### config.mk
export PLATFORM = sky130hd
export DESIGN_NAME = out_serializer
export DESIGN_NICKNAME = d
export VERILOG_FILES = /design/src/rtl/out_serializer.sv
export SDC_FILE = /design/constraint.sdc
export NUM_CORES = 1
export LEC_CHECK = 0
export CORE_ASPECT_RATIO = 1.75
export CORE_UTILIZATION = 45
export DETAILED_ROUTE_END_ITERATION = 8
export HOLD_SLACK_MARGIN = 0.1
export PLACE_DENSITY = 0.68
export SLEW_MARGIN = 20
export SYNTH_ARGS = -nofsm -noshare
export SYNTH_HDL_FRONTEND = slang
export SYNTH_SLANG_ARGS = --single-unit
### constraint.sdc
create_clock -name clk -period 1.7 [get_ports clk]
set_input_delay 0.17 -clock clk [delete_from_list [all_inputs] [get_ports clk]]
set_output_delay 0.17 -clock clk [all_outputs]
set_load 0.02 [all_outputs]
### src/rtl/out_serializer.sv
// Four-port change-driven output serializer. Each 16-bit processor port is
// watched for changes; a changed value is captured and sent to an external
// receiver as two bytes (low then high) over a four-phase valid/ack handshake.
// Ports are served round-robin and lost intermediate updates are flagged.
module out_serializer #(
  parameter int SYNC_STAGES = 2
) (
  input  logic        clk,
  input  logic        rst_n,
  input  logic [15:0] p0,
  input  logic [15:0] p1,
  input  logic [15:0] p2,
  input  logic [15:0] p3,
  input  logic        ack,
  output logic [7:0]  data_out,
  output logic        valid,
  output logic [1:0]  port_id,
  output logic        hi,
  output logic        busy,
  output logic [3:0]  overflow
);

  typedef enum logic [2:0] {
    IDLE    = 3'd0,
    LO_REQ  = 3'd1,
    LO_WAIT = 3'd2,
    HI_REQ  = 3'd3,
    HI_WAIT = 3'd4
  } state_t;

  state_t                 state_q, state_d;
  logic [SYNC_STAGES-1:0] sync_q;
  logic                   ack_s;

  logic [15:0] port_in  [4];
  logic [15:0] shadow_q [4];
  logic [15:0] snap_q   [4];
  logic [15:0] snap_sel;

  logic [3:0]  change;
  logic [3:0]  grant_vec;
  logic [3:0]  pend_q, pend_d;
  logic [3:0]  overflow_q, overflow_d;

  logic [1:0]  last_grant_q, last_grant_d;
  logic [1:0]  gnt_idx;
  logic [1:0]  cand;
  logic        gnt_found;
  logic        grant;

  logic [15:0] tx_q, tx_d;
  logic [7:0]  data_out_q, data_out_d;
  logic [1:0]  port_id_q, port_id_d;
  logic        hi_q, hi_d;
  logic        valid_q, valid_d;
  logic        busy_q, busy_d;

  assign port_in[0] = p0;
  assign port_in[1] = p1;
  assign port_in[2] = p2;
  assign port_in[3] = p3;

  // ack crosses from the receiver's domain through a plain flop chain
  always_ff @(posedge clk or negedge rst_n) begin
    if (!rst_n) begin
      sync_q <= '0;
    end else begin
      sync_q <= {sync_q[SYNC_STAGES-2:0], ack};
    end
  end

  assign ack_s = sync_q[SYNC_STAGES-1];

  // Per-port change detection and pending/overflow bookkeeping. A port that
  // is granted on the same edge it changes keeps its pending bit, so the new
  // value goes out in a later frame without counting as a lost update.
  generate
    for (genvar gi = 0; gi < 4; gi++) begin : g_port
      assign change[gi]     = (port_in[gi] != shadow_q[gi]);
      assign grant_vec[gi]  = grant && (gnt_idx == 2'(gi));
      assign pend_d[gi]     = grant_vec[gi] ? change[gi] : (pend_q[gi] | change[gi]);
      assign overflow_d[gi] = overflow_q[gi] | (change[gi] & pend_q[gi] & ~grant_vec[gi]);
    end
  endgenerate

  // Round-robin pick: search starts one past the last port served
  always_comb begin
    gnt_found = 1'b0;
    gnt_idx   = 2'd0;
    cand      = 2'd0;
    for (int k = 1; k <= 4; k++) begin
      cand = last_grant_q + 2'(k);
      if (!gnt_found && pend_q[cand]) begin
        gnt_found = 1'b1;
        gnt_idx   = cand;
      end
    end
  end

  assign grant    = (state_q == IDLE) && gnt_found;
  assign snap_sel = snap_q[gnt_idx];

  // Shadow follows each port every cycle; snapshot captures each new value
  always_ff @(posedge clk or negedge rst_n) begin
    if (!rst_n) begin
      for (int i = 0; i < 4; i++) begin
        shadow_q[i] <= '0;
        snap_q[i]   <= '0;
      end
    end else begin
      for (int i = 0; i < 4; i++) begin
        shadow_q[i] <= port_in[i];
        if (change[i]) begin
          snap_q[i] <= port_in[i];
        end
      end
    end
  end

  // Handshake FSM next-state and registered-output next values
  always_comb begin
    state_d      = state_q;
    tx_d         = tx_q;
    data_out_d   = data_out_q;
    port_id_d    = port_id_q;
    hi_d         = hi_q;
    last_grant_d = last_grant_q;
    case (state_q)
      IDLE: begin
        if (grant) begin
          tx_d       = snap_sel;
          data_out_d = snap_sel[7:0];
          port_id_d  = gnt_idx;
          hi_d       = 1'b0;
          state_d    = LO_REQ;
        end
      end
      LO_REQ: begin
        if (ack_s) begin
          state_d = LO_WAIT;
        end
      end
      LO_WAIT: begin
        if (!ack_s) begin
          data_out_d = tx_q[15:8];
          hi_d       = 1'b1;
          state_d    = HI_REQ;
        end
      end
      HI_REQ: begin
        if (ack_s) begin
          state_d = HI_WAIT;
        end
      end
      HI_WAIT: begin
        if (!ack_s) begin
          last_grant_d = port_id_q;
          state_d      = IDLE;
        end
      end
      default: begin
        state_d = IDLE;
      end
    endcase
    valid_d = (state_d == LO_REQ) || (state_d == HI_REQ);
    busy_d  = (state_d != IDLE);
  end

  // Control and output registers
  always_ff @(posedge clk or negedge rst_n) begin
    if (!rst_n) begin
      state_q      <= IDLE;
      tx_q         <= '0;
      data_out_q   <= '0;
      port_id_q    <= '0;
      hi_q         <= 1'b0;
      valid_q      <= 1'b0;
      busy_q       <= 1'b0;
      last_grant_q <= 2'd3;
      pend_q       <= '0;
      overflow_q   <= '0;
    end else begin
      state_q      <= state_d;
      tx_q         <= tx_d;
      data_out_q   <= data_out_d;
      port_id_q    <= port_id_d;
      hi_q         <= hi_d;
      valid_q      <= valid_d;
      busy_q       <= busy_d;
      last_grant_q <= last_grant_d;
      pend_q       <= pend_d;
      overflow_q   <= overflow_d;
    end
  end

  assign data_out = data_out_q;
  assign valid    = valid_q;
  assign port_id  = port_id_q;
  assign hi       = hi_q;
  assign busy     = busy_q;
  assign overflow = overflow_q;

endmodule

Word-level counts from Yosys, hierarchy flattened
Index checks and enable logic that the tools add are counted.
{"block": "word_totals", "n_memories": 0, "ramBits": 0, "in_bits": 67, "reg_bits": 172, "romBits": 0, "latchBits": 0}
{"block": "classes", "add_sub_neg": 3, "n_shift": 0, "n_div": 0, "order_cmp": 5, "bitwise": 22, "n_mul": 0, "n_eq_ne": 15, "n_mux": 35, "reduce_logical": 19}
{"op": "inequality test 16 bit", "count": 4}
{"op": "binary-select mux 16 bit (select 2 bit)", "count": 1}
{"op": "2-to-1 mux 16 bit", "count": 2}
{"op": "2-to-1 mux 8 bit", "count": 2}
{"op": "case mux 8 bit (2 select lines)", "count": 1}
{"op": "2-to-1 mux 3 bit", "count": 5}
{"op": "case mux 3 bit (5 select lines)", "count": 1}
{"op": "2-to-1 mux 1 bit", "count": 14}
{"op": "less-than comparator 2 x 3 -> 1 bit, second input constant", "count": 4}
{"op": "equality test 3 x 2 -> 1 bit, second input constant", "count": 3}
{"op": "AND 1 bit", "count": 8}
{"op": "binary-select mux 1 bit (select 2 bit)", "count": 4}
{"op": "logical AND 1 bit", "count": 8}
{"op": "2-to-1 mux 2 bit", "count": 4}
{"op": "OR 1 bit", "count": 8}
{"op": "equality test 3 x 1 -> 1 bit, second input constant", "count": 2}
{"op": "NOT 1 bit", "count": 5}
{"op": "adder 2 bit, second input constant", "count": 2}
{"op": "equality test 2 bit, second input constant", "count": 2}
{"op": "inequality test 2 bit, second input constant", "count": 2}
{"op": "AND reduction 2 bit", "count": 2}
{"op": "equality test 3 bit, second input constant", "count": 1}
{"op": ">= comparator 3 bit, second input constant", "count": 1}
{"op": "logical NOT 1 bit", "count": 3}
{"op": "other kinds (10)", "count": 10}

Depth between registers and ports, before layout
{"block": "logic_depth", "ltp_word": 19, "depth_mapped": 8}

Worst setup path before layout
No wires, ideal clock.
{"block": "synth_path", "path_type": "register to register", "from": "register last_grant_q[1]", "to": "register overflow_q[0], in the netlist overflow[0]", "path_buffers": 1, "path_stages_with_launch": 7, "setup_slack_ns": -0.143, "arrival_time_ns": 1.722, "required_time_ns": 1.580, "path_cell_list": "dfstp_2 -> mux2_2 -> a22oi_1 -> o21a_1 -> buf_2 -> nand3_1 -> a31o_2"}
{"block": "synth_via", "elab_chain_len": 18, "elab_cells_between_ends": 31}
{"element": "from (decl)", "line": "45", "source": "logic [1:0] last_grant_q, last_grant_d;"}
{"element": "from (signal assigned)", "line": "190", "source": "last_grant_q <= last_grant_d;"}
{"element": "adder 2 x 1 -> 2 bit", "line": "92", "source": "cand = last_grant_q + 2'(k);"}
{"element": "binary-select mux 1 bit (select 2 bit)", "line": "93", "source": "if (!gnt_found && pend_q[cand]) begin"}
{"element": "2-to-1 mux 1 bit (not written as such)", "line": "93"}
{"element": "2-to-1 mux 1 bit", "line": "93"}
{"element": "logical NOT 1 bit", "line": "93"}
{"element": "logical AND 1 bit", "line": "93"}
{"element": "2-to-1 mux 1 bit", "line": "93"}
{"element": "logical NOT 1 bit", "line": "93"}
{"element": "(+3 left out)"}
{"element": "logical AND 1 bit", "line": "93"}
{"element": "2-to-1 mux 2 bit / 2-to-1 mux 1 bit (equally long branches)", "line": "93"}
{"element": "logical NOT 2 bit / logical AND 1 bit (equally long branches)", "line": "80, 100"}
{"element": "logical AND 1 bit *", "line": "80", "source": "assign grant_vec[gi] = grant && (gnt_idx == 2'(gi));"}
{"element": "NOT 1 bit *", "line": "82", "source": "assign overflow_d[gi] = overflow_q[gi] | (change[gi] & pend_q[gi] & ~grant_vec[gi]);"}
{"element": "AND 1 bit *", "line": "82"}
{"element": "OR 1 bit *", "line": "82"}
{"element": "net overflow_d[0]", "line": "43", "source": "logic [3:0] overflow_q, overflow_d;"}
{"element": "to (signal assigned)", "line": "192", "source": "overflow_q <= overflow_d;"}
{"element": "to (decl)", "line": "43"}
Mark *: on every way through the listed nets, which the timed path passes. The rest lies on a longest branch. The select of a mux whose other input is x is not followed.
A chain may end at the register's enable or synchronous reset.

Worst setup path after layout
{"block": "layout_path", "from": "register last_grant_q[1]", "to": "register data_out_q[4], in the netlist data_out[4]"}
{"block": "layout_via", "elab_chain_len": 19, "elab_cells_between_ends": 34}
{"element": "adder 2 x 1 -> 2 bit", "line": "92"}
{"element": "binary-select mux 1 bit (select 2 bit)", "line": "93"}
{"element": "2-to-1 mux 1 bit (not written as such)", "line": "93"}
{"element": "2-to-1 mux 1 bit", "line": "93"}
{"element": "logical NOT 1 bit", "line": "93"}
{"element": "logical AND 1 bit", "line": "93"}
{"element": "2-to-1 mux 1 bit", "line": "93"}
{"element": "logical NOT 1 bit", "line": "93"}
{"element": "(+2 left out)"}
{"element": "logical NOT 1 bit", "line": "93"}
{"element": "logical AND 1 bit", "line": "93"}
{"element": "2-to-1 mux 2 bit", "line": "93"}
{"element": "NOT 2 -> 3 bit (not written as such)", "line": "101", "source": "assign snap_sel = snap_q[gnt_idx];"}
{"element": "binary-select mux 16 bit (select 2 bit)", "line": "101"}
{"element": "2-to-1 mux 16 bit (not written as such) (2 in a row)", "line": "101"}
{"element": "2-to-1 mux 8 bit", "line": "130", "source": "if (grant) begin"}
{"element": "case mux 8 bit (2 select lines)", "line": "128", "source": "case (state_q)"}
{"element": "to (signal assigned)", "line": "185", "source": "data_out_q <= data_out_d;"}
{"element": "to (decl)", "line": "52", "source": "logic [7:0] data_out_q, data_out_d;"}
Parallel ways exist; a longest one is shown, timed or not. The select of a mux whose other input is x is not followed.

==> results.ini <==
[logic_synthesis]
syn_inst = 507
synth_ff_type = dfrtp_1
synth_top_cell_area_share_pct = 60.3
synth_seq_area_share_pct = 61.1
syn-num-nets = 574
synth_area_mm2 = 0.00672
synth_edf_count = 0
synth_top_area_cell = dfrtp_1
ys_types = 42
syn_area_per_cell_um2 = 13.3
ys_warn_count = 0
ys_ff_latch = 164
synth_area_leaders = dfrtp_1 (60%), mux2_2 (11%), xor2_1 (8.5%)
async_flop_share_pct = 100

[timing]
post-route-min-period_ns = 1.90
finalMaxSlewViolations = 0
fmax_mhz = 526
fin_ws_ns = -0.202
hold_viol = 0
slew_headroom_pct = 73.4
setup_viol = 50
fin_crit_sh_pct = 112
rsz0062_at_grt = yes
skew_ns = 0.00975
max_slew.worst_pin.slew_ns = 0.397

[global_routing]
grt_pass1_wl_um = 27000
grt_pass1_vias = 5338
grt_max_degree = 49
grt.total_usage_pct = 23.4
grt_overflow = 0
antenna_found_initial = 0

[setup_path]
crit_buf_inv = 0
r2r_cells = 5
path_cells = mux2_4, a22oi_2, o21ai_2, a21o_1, a311oi_2
crit_required_ns = 2.01
worstReg2RegStart = last_grant_q[1]
cp_slowest_cell = dfstp_2
cp.arrival_ns = 2.21
critPathMaxFanout = 9
cpLargestDelayFamily = compound AO/OA/AOI/OAI gates
cp_slowest_stage_delay_ns = 0.61
path_class = flop to flop
worstSetupEndpointType = flop
r2r_slack_ns = -0.20
r2r_end = data_out[4]
startpoint_type = flop

[placement]
hpwl_um = 12400
routabilityCongestion = 0.905
io_buffers = 83

[clocking]
cts_root_buf = clkbuf_16
numCtsBuffers = 17
cts.clk_slew.worst_paths_ns = 0.06
htree_levels = 4
clockBufferDepth = 2
cts_tree = yes
clock_latency_ns = 0.42
clkSinkCount = 164

[layout]
nets = 784
n_antenna_cell = 0
layout-drive-gt1-share_pct = 40.8
ff_latch_area_mm2 = 0.00411
fin_util_pct = 67.8
n_fill_cell = 1037
multi_input_area_mm2 = 0.00299
syn2layout_area_growth_pct = 46.2

[routing]
wire_per_inst_um = 19.6
via_per_inst = 5.38
route.detailed.drc = 0
drt_iter0_markers = 257
firstDrtPassIters = 4
num_vias = 4897
wirelength_um = 17900
final_antenna_net_count = 0

[power_and_ir_drop]
p_per_area_mw_per_mm2 = 1360
power_leakage_nw = 4.20
max-vdd-ir-drop_mv = 0.886
fin_total_pwr_w = 0.0133

[min_path]
hold_path_class = input port to flop
hold_start = ack
hold-path-endpoint = sync_q[0]
min_path_cells = 1

[floorplan]
dieArea_mm2 = 0.0155
initial_utilization_pct = 46.3
rows = 58
fp.dieW_um = 94.4
die_h_um = 164
core_mm2 = 0.0145
ios = 84

[outcome]
violations = setup timing
outcome = finished with violations

[run]
max_cap_violations = 0

-- cell usage after synthesis, drive strengths merged, types with 2 or more instances --
library cell  instances
nand4                 4
o311ai                2
mux2                 66
o22a                  2
buf                  11
o221ai                8
nor2                 17
o21ai                14
nand3                17
mux2i                16
nand2b                6
o22ai                 2
dfrtp               162
a21o                  9
dfstp                 2
and4                  7
or3                   2
o31ai                 2
xor2                 65
a21oi                14
a31o                  2
and2                  2
inv                   4
clkbuf                6
nor4                 16
nand2                30
a311oi                7
-- sequential cells by signal, summed over array words and instances (netlist names), 3 cells and up --
| name | cells |
|---|---|
| data_out | 8 |
| overflow | 4 |
| pend_q | 4 |
| shadow_q | 64 |
| snap_q | 64 |
| state_q | 3 |
| tx_q | 8 |
-- final cells by class --
class,count,area share (%)
Clock inverter,13,1.26
Sequential cell,164,41.8
Tap cell,180,2.29
Multi-Input combinational cell,322,30.4
Inverter,5,0.191
Clock buffer,19,4.50
Timing Repair Buffer,207,19.6
-- routing by layer --
layer,up-vias,part of all wire (%),global-route usage [%]
met2,139,56,43.3
met4,0,3.5,10.2
li1,2238,-,-
met1,2479,37,25.7
met3,41,3.3,3.80
met5,-,0,0
-- kinds of logic after synthesis --
| logic type | share of synthesized area, % |
|---|---|
| and+or+nand+nor | 8.24 |
| DFF | 61.1 |
| buffers and inverters | 1.75 |
| muxes | 13.4 |
| AOI/OAI and AO/OA | 7.03 |
| xor gates and xnor gates | 8.47 |
-- power breakdown --
group / switching [W] / leakage, nW / internal, W
combinational: 0.00247 / 2.03 / 0.00246
sequential: 0.000330 / 1.89 / 0.00438
clock: 0.00161 / 0.276 / 0.00208
-- worst max-delay path by stage --
stage                     slack (ns)  depth (start not counted)            start           to
final                          -0.20                          5  last_grant_q[1]  data_out[4]
after global placement         -0.45                          6           p3[14]   snap_q[14]
after CTS                      -0.15                          4        pend_q[0]         busy
after detailed placement       -0.46                          6           p3[14]   snap_q[13]
after global routing           -0.24                          5  last_grant_q[1]  data_out[4]
after floorplan                -0.13                          7        pend_q[0]  data_out[0]
-- stage by stage --
stage / instance area, um^2 / hold WS (ns) / TNS [ns] / instances / worst slack, ns
2_1_floorplan: 6800 / -0.126 / -3.40 / 507 / -0.132
6_report: 9830 / 0.196 / -4.17 / 910 / -0.202
3_5_place_dp: 8570 / 0.100 / -24.86 / 863 / -0.458
3_3_place_gp: 8570 / 0.0953 / -22.16 / 863 / -0.452
5_1_grt: 9830 / 0.196 / -8.91 / 910 / -0.244
4_1_cts: 9460 / 0.186 / -3.69 / 899 / -0.150
-- cells in the final DEF, fill, tap and decap left out, types with 5 or more instances in the layout --
master           count
xor2_1              65
a21o_1               9
a311oi_2             5
nor2_1              13
mux2_2              64
clkdlybuf4s50_1     82
o21ai_0             13
o221ai_2             7
and4_1               7
nand3_1             15
nor4_2              10
mux2i_2              9
nand2b_1             5
nand2_1             24
buf_6               16
a21oi_2              5
dfrtp_1            162
buf_4               97
clkbuf_16           18
nor4_1               6
buf_12               6
a21oi_1              6
-- timing repair --
item                       4_1_cts  5_1_grt
buffers inserted                 2       10
setup endpoints to repair       76       90
cloned                           1        3
hold endpoints to repair       164        0
resized for setup               62       52
hold buffers                     1        0
pin swaps                       26       19
Power figures use the tool's default switching activity.
